### src/rtl/apu_frame_sequencer_pkg.sv
// Shared APU constants: NTSC frame-sequencer step counts and $4017 field positions.
package apu_frame_sequencer_pkg;

  localparam int DEF_CNT_WIDTH = 15;

  // NTSC tick counts at which each sequencer step fires
  localparam int DEF_STEP1 = 3728;
  localparam int DEF_STEP2 = 7456;
  localparam int DEF_STEP3 = 11185;
  localparam int DEF_STEP4 = 14914;
  localparam int DEF_STEP5 = 18640;

  // $4017 bit positions
  localparam int MODE_BIT    = 7;
  localparam int INHIBIT_BIT = 6;

  typedef enum logic {
    MODE_FOUR_STEP = 1'b0,
    MODE_FIVE_STEP = 1'b1
  } frameMode_t;

endpackage

### src/rtl/apu_frame_sequencer.sv
// NES APU frame sequencer: counts APU ticks, emits registered quarter/half
// frame strobes and raises the frame IRQ. Configured through $4017 writes,
// IRQ acknowledged through the $4015 read strobe. PAL timing is obtained by
// overriding the STEP parameters.
module apu_frame_sequencer
  import apu_frame_sequencer_pkg::*;
#(
  parameter int CNT_WIDTH = DEF_CNT_WIDTH,
  parameter int STEP1     = DEF_STEP1,
  parameter int STEP2     = DEF_STEP2,
  parameter int STEP3     = DEF_STEP3,
  parameter int STEP4     = DEF_STEP4,
  parameter int STEP5     = DEF_STEP5
) (
  input  logic       iClk,
  input  logic       iReset,
  input  logic       iEnable,
  input  logic       iWrite,
  input  logic [7:0] iData,
  input  logic       iIrq_ack,
  output logic       oQuarter_clk,
  output logic       oHalf_clk,
  output logic       oIrq,
  output logic       oMode
);

  localparam logic [CNT_WIDTH-1:0] S1 = CNT_WIDTH'(STEP1);
  localparam logic [CNT_WIDTH-1:0] S2 = CNT_WIDTH'(STEP2);
  localparam logic [CNT_WIDTH-1:0] S3 = CNT_WIDTH'(STEP3);
  localparam logic [CNT_WIDTH-1:0] S4 = CNT_WIDTH'(STEP4);
  localparam logic [CNT_WIDTH-1:0] S5 = CNT_WIDTH'(STEP5);

  logic [CNT_WIDTH-1:0] cnt;
  frameMode_t           mode;
  logic                 inhibit;
  logic                 irqFlag;
  logic                 quarterClk_p1;
  logic                 halfClk_p1;

  logic [CNT_WIDTH-1:0] lastStep;
  logic                 tick;
  logic                 hitLast;
  logic                 quarterHit;
  logic                 halfHit;
  logic                 irqSet;
  logic                 irqClr;
  logic                 unusedDataBits;

  // Only the mode and inhibit fields of $4017 are meaningful here
  assign unusedDataBits = ^iData[5:0];

  // Step comparator bank, evaluated on the pre-increment count
  always_comb begin
    tick       = iEnable & ~iWrite;
    lastStep   = (mode == MODE_FIVE_STEP) ? S5 : S4;
    hitLast    = (cnt == lastStep);
    quarterHit = tick & ((cnt == S1) | (cnt == S2) | (cnt == S3) | hitLast);
    halfHit    = tick & ((cnt == S2) | hitLast);
    // STEP4 only raises the IRQ in 4-step mode; in 5-step mode it is silent
    irqSet     = tick & (mode == MODE_FOUR_STEP) & ~inhibit & (cnt == S4);
    irqClr     = iIrq_ack | (iWrite & iData[INHIBIT_BIT]);
  end

  // Tick counter and $4017 configuration; a write restarts the frame and drops a same-cycle tick
  always_ff @(posedge iClk or posedge iReset) begin
    if (iReset) begin
      cnt     <= '0;
      mode    <= MODE_FOUR_STEP;
      inhibit <= 1'b0;
    end else if (iWrite) begin
      cnt     <= '0;
      mode    <= frameMode_t'(iData[MODE_BIT]);
      inhibit <= iData[INHIBIT_BIT];
    end else if (iEnable) begin
      cnt     <= hitLast ? '0 : cnt + 1'b1;
    end
  end

  // Strobe registers: one-cycle pulses from a matching tick or a 5-step write
  always_ff @(posedge iClk or posedge iReset) begin
    if (iReset) begin
      quarterClk_p1 <= 1'b0;
      halfClk_p1    <= 1'b0;
    end else if (iWrite) begin
      quarterClk_p1 <= iData[MODE_BIT];
      halfClk_p1    <= iData[MODE_BIT];
    end else begin
      quarterClk_p1 <= quarterHit;
      halfClk_p1    <= halfHit;
    end
  end

  // Frame IRQ flag; a set in the same cycle as a clear wins
  always_ff @(posedge iClk or posedge iReset) begin
    if (iReset) begin
      irqFlag <= 1'b0;
    end else if (irqSet) begin
      irqFlag <= 1'b1;
    end else if (irqClr) begin
      irqFlag <= 1'b0;
    end
  end

  assign oQuarter_clk = quarterClk_p1;
  assign oHalf_clk    = halfClk_p1;
  assign oIrq         = irqFlag;
  assign oMode        = (mode == MODE_FIVE_STEP);

endmodule

### config.mk
export PLATFORM = sky130hd
export DESIGN_NAME = apu_frame_sequencer
export DESIGN_NICKNAME = d
export VERILOG_FILES = /design/src/rtl/apu_frame_sequencer_pkg.sv /design/src/rtl/apu_frame_sequencer.sv
export SDC_FILE = /design/constraint.sdc
export NUM_CORES = 1
export LEC_CHECK = 0
export CELL_PAD_IN_SITES_DETAIL_PLACEMENT = 1
export CELL_PAD_IN_SITES_GLOBAL_PLACEMENT = 1
export CORE_MARGIN = 3
export CORE_UTILIZATION = 40
export CTS_CLUSTER_SIZE = 40
export DETAILED_ROUTE_END_ITERATION = 10
export GPL_ROUTABILITY_DRIVEN = 0
export PLACE_DENSITY = 0.87
export SLEW_MARGIN = 20
export SYNTH_ARGS = -nofsm -noshare
export SYNTH_HDL_FRONTEND = slang
export SYNTH_SLANG_ARGS = --single-unit
### constraint.sdc
create_clock -name iClk -period 2.2 [get_ports iClk]
set_input_delay 0.55 -clock iClk [delete_from_list [all_inputs] [get_ports iClk]]
set_output_delay 0.55 -clock iClk [all_outputs]
set_load 0.01 [all_outputs]
* Word level (Yosys, flattened, before mapping) *
Index checks and enable logic that the tools add are counted.

operators by class
  add/sub/neg operators = 1
  reductions and logical operators = 2
  bitwise gates (word level) = 15
  muxes and demuxes = 8
  equal/unequal tests = 5

operators by type and width
  kind                                                                      number
  15-bit two-way mux                                                        4
  15-bit by 14-bit equality test with 1-bit output (second input constant)  2
  15-bit by 1-bit adder with 15-bit output (second input constant)          1
  15-bit by 12-bit equality test with 1-bit output (second input constant)  1
  15-bit by 13-bit equality test with 1-bit output (second input constant)  1
  15-bit equality test                                                      1
  1-bit AND                                                                 7
  1-bit bitwise OR                                                          5
  1-bit two-way mux                                                         4
  2-bit nonzero test                                                        2
  1-bit inverter                                                            3

word-level totals
  bits in registers = 20
  input port bits = 13
  word-level logic and storage cells = 37
  output and inout port bits = 4

* Depth between registers and ports, before layout *
  depth in word-level cells = 6
  mapped depth = 6
  gate-level depth less buffers = 6

* Least setup slack after synthesis *
No wires, ideal clock.

  path type = reg2reg
  from = register cnt[5]
  to = register cnt[11]
  period minus slack after synthesis = 1.589 ns
  slack = 0.611 ns
  arrival = 1.499 ns
  stages on the path, launching flop included = 6
  library setup time = 0.090 ns
  data required time = 2.110 ns
  buffers on the path = 1
  path through = dfrtp_1 -> buf_4 -> nand2_2 -> or4_1 -> or4_1 -> o221ai_1

on the way
  cells in the longest elaborated chain, start to end = 4
  elaborated cells between the ends (all ways) = 5
  those cells by class = 1 x add/sub; 1 x eq/ne; 3 x mux

ends and longest elaborated chain
  item                                                                              line                                                  source
  start: declaration                                                                apu_frame_sequencer.sv:33                             logic [CNT_WIDTH-1:0] cnt;
  start signal: assignment                                                          apu_frame_sequencer.sv:75                             cnt <= hitLast ? '0 : cnt + 1'b1;
  15-bit by 1-bit adder with 15-bit output or 15-bit equality test (tied branches)  apu_frame_sequencer.sv:75, apu_frame_sequencer.sv:56
  15-bit two-way mux *                                                              apu_frame_sequencer.sv:75
  15-bit two-way mux *                                                              apu_frame_sequencer.sv:74                             end else if (iEnable) begin
  15-bit two-way mux *                                                              apu_frame_sequencer.sv:70                             end else if (iWrite) begin

Every way passes the cells marked *; elsewhere a longest branch is shown, timed or not. The select of a mux whose other input is x is not followed.
A chain may end at the register's enable or synchronous reset.

* Final worst setup path *
  from = register cnt[1]
  to = register cnt[14]

The elaborated chain is that of the path after synthesis.

==> results.txt <==
status - complete, no violations
wire length per cell - 18.8 um
post-synth cell types - 45
Setup WS pre-CTS - 0.213 ns
Static Leakage - 0.597 nW
CTS Buffer Depth - 2
adder and majority gate portion of the synthesized area - 0.0364
Mapped Area - 1380 um2
fin nets - 187
post_cts resized - 0
die area - 4180 um2
post-synthesis mux area share - 0.00727
Initial Util - 0.433
Die Height - 64.7 um
total setup buffers inserted after CTS - 0
most area-hungry cell type in the Yosys netlist - dfrtp_1
Synth Area per Inst - 8.60 um2
simple-gate share of the synthesized area - 0.347
Final Slew Violations - 0
CP Data Arrival Time - 2.26 ns
Synth-to-Final Area Change - 13.5%
largest family of logic cells by synthesized area - simple AND/OR/NAND/NOR gates
post-route ant nets - 0
hpwl dp - 2990 um
Reg clk slew, reported paths - 0.12 ns
first-pass iteration count of the detailed router - 4
quantity of I/O buffers inserted on ports - 10
register area share after synthesis - 0.364
H-tree lvl count - 1
Worst path slowest cell - dfrtp_1
ant diodes - 0
CP startpoint kind - register
Root Buffer - clkbuf_4
core area - 3180 um2
final setup violation count - 0
unrepaired setup endpoints after global routing - false
largest net degree at the start of global routing - 21
final hold violations - 0
Syn. warnings - 0
initial antenna violation count - 0
Max Cap Viol - 0
most frequent CP cell - nand3_1
XOR/XNOR share of the synthesized area - 0.0255
HP Class - reg2reg
Worst Tran Pin Value - 0.582 ns
Initial DRC Count - 58
Yosys top cell area share - 0.364
WS Path Type - reg2reg
first-pass GRT wire length - 6580 um
P per Cell Area - 443 nW/um2
Max Fanout on Critical Path - 9
worst rel slew slack - 0.610
number of CTS-inserted buffers - 3
Post-synth ARST share - 1.00
Net Count, Synth - 177
WP data required - 2.40 ns
minimum clock period - 2.06 ns
Skew-Pair Late Insertion Delay - 0.31 ns
# clock sinks - 20
GRT overflow - 0
DR vias - 1294
Setup crit end kind - register
Post-Route Skew - 0.00691 ns
Main synth FF type - dfrtp_1
I/O pins - 17
Tcrit/Tclk final - 0.935
worst path cell trace - ha_1, nand3_1, nor4_1, nand3_1, o311ai_0
Post-Syn Instances - 160
row cnt - 20
Die X-Extent - 64.7 um
fin util - 0.491
Setup WS post-layout - 0.144 ns
Hold Worst Slack - 0.539 ns
Total GRT Usage - 0.202
WL final - 4000 um
share of cells above drive strength 1 - 0.118
Achievable Freq - 486 MHz
Compound-Gate Fraction of Synth Area - 0.145
top cells by area, synth - dfrtp_1 36%, nand3_1 5.8%, nand2_1 3.8%, ha_1 3.6%, o211ai_1 3.3%
Yosys reg bits - 20
CTS Hold Bufs - 0
setup_tns - 0 ns
DR vias/cell - 6.08
Post-synth EDFFs - 0
Peak VDD IR - 0.188 mV
crit-path max cell delay - 0.55 ns
DRC - 0
vias in the first global route - 1276
TritonCTS clock tree - built
## metal layers
layer	track usage	share of wire	vias to the layer above
met3	0.0225	0.027	5
met5	0	0	-
met2	0.338	0.49	30
met1	0.276	0.47	645
met4	0.0554	0.011	0
li1	-	-	614
## Yosys cell counts, types with 4 or more instances
| cell | number |
|---|---|
| buf_2 | 4 |
| clkbuf_1 | 4 |
| dfrtp_1 | 20 |
| ha_1 | 4 |
| inv_1 | 9 |
| nand2_1 | 14 |
| nand3_1 | 16 |
| nand4_1 | 6 |
| nor2_1 | 8 |
| nor4_1 | 7 |
| o211ai_1 | 6 |
| o21ai_0 | 5 |
| or4_1 | 4 |
## cell families (layout without fill, tap and decap cells)
logic type / count (synthesis) / in the layout
simple gates: 80 / 80
compound gates: 28 / 28
buf+inv: 23 / 32
flops: 20 / 20
fa+ha+maj: 4 / 4
xor+xnor: 4 / 4
mux: 1 / 1
## registers in the layout (all words and copies together) (netlist names)
register,count
oMode,1
oQuarter_clk,1
oHalf_clk,1
inhibit,1
oIrq,1
cnt,15
## power by group
part / internal, mW / switching [mW]
logic: 0.0339 / 0.0431
clock network: 0.101 / 0.124
registers: 0.376 / 0.0139
total: 0.511 / 0.181
## per-stage QoR
stage	power (mW)	cell area (um2)	std cells
after detailed placement	0.474	1530	209
after CTS	0.700	1560	213
final	0.692	1560	213
after global routing	0.723	1560	213
after global placement	0.469	1530	209
after floorplan	0.432	1380	160
## layout by cell type, fill, tap and decap left out, types with 4 or more instances in the layout
| cell | count |
|---|---|
| dfrtp_1 | 20 |
| inv_1 | 9 |
| nor4_1 | 7 |
| o211ai_1 | 6 |
| ha_1 | 4 |
| nand4_1 | 6 |
| nand2_1 | 14 |
| nand3_1 | 16 |
| buf_4 | 8 |
| o21ai_0 | 5 |
| nor2_1 | 8 |
| clkdlybuf4s50_1 | 10 |
| or4_1 | 4 |
## worst max-delay path: cells and delay by family (launching register included)
family / cells / cell delay (ns)
AOI/OAI and AO/OA: 1 / 0.13
adders and majority gates: 1 / 0.27
DFF: 1 / 0.55
and+or+nand+nor: 3 / 0.99
## final timing paths
kind | to | from | cells past startpoint | slack (ns)
worst min-delay path | oIrq$_DFFE_PP0P_ | oIrq$_DFFE_PP0P_ | 2 | 0.54
worst max register to register | cnt[14]$_DFFE_PP0P_ | cnt[1]$_DFFE_PP0P_ | 5 | 0.14
worst min register to register | oIrq$_DFFE_PP0P_ | oIrq$_DFFE_PP0P_ | 2 | 0.54
min in group asynchronous | inhibit$_DFFE_PP0P_ | iReset | 3 | 0.55
worst max-delay path | cnt[14]$_DFFE_PP0P_ | cnt[1]$_DFFE_PP0P_ | 5 | 0.14
max in group asynchronous | cnt[10]$_DFFE_PP0P_ | iReset | 3 | 1.43
## cell type report
type / count / area (um2)
timing repair buffer: 18 / 160
multi-input combinational: 117 / 772
inverter: 10 / 37.5
clock buffer: 4 / 36.3
fill: 381 / 1620
tap: 44 / 55.1
sequential: 20 / 500
(Power assumes the default switching activity.)
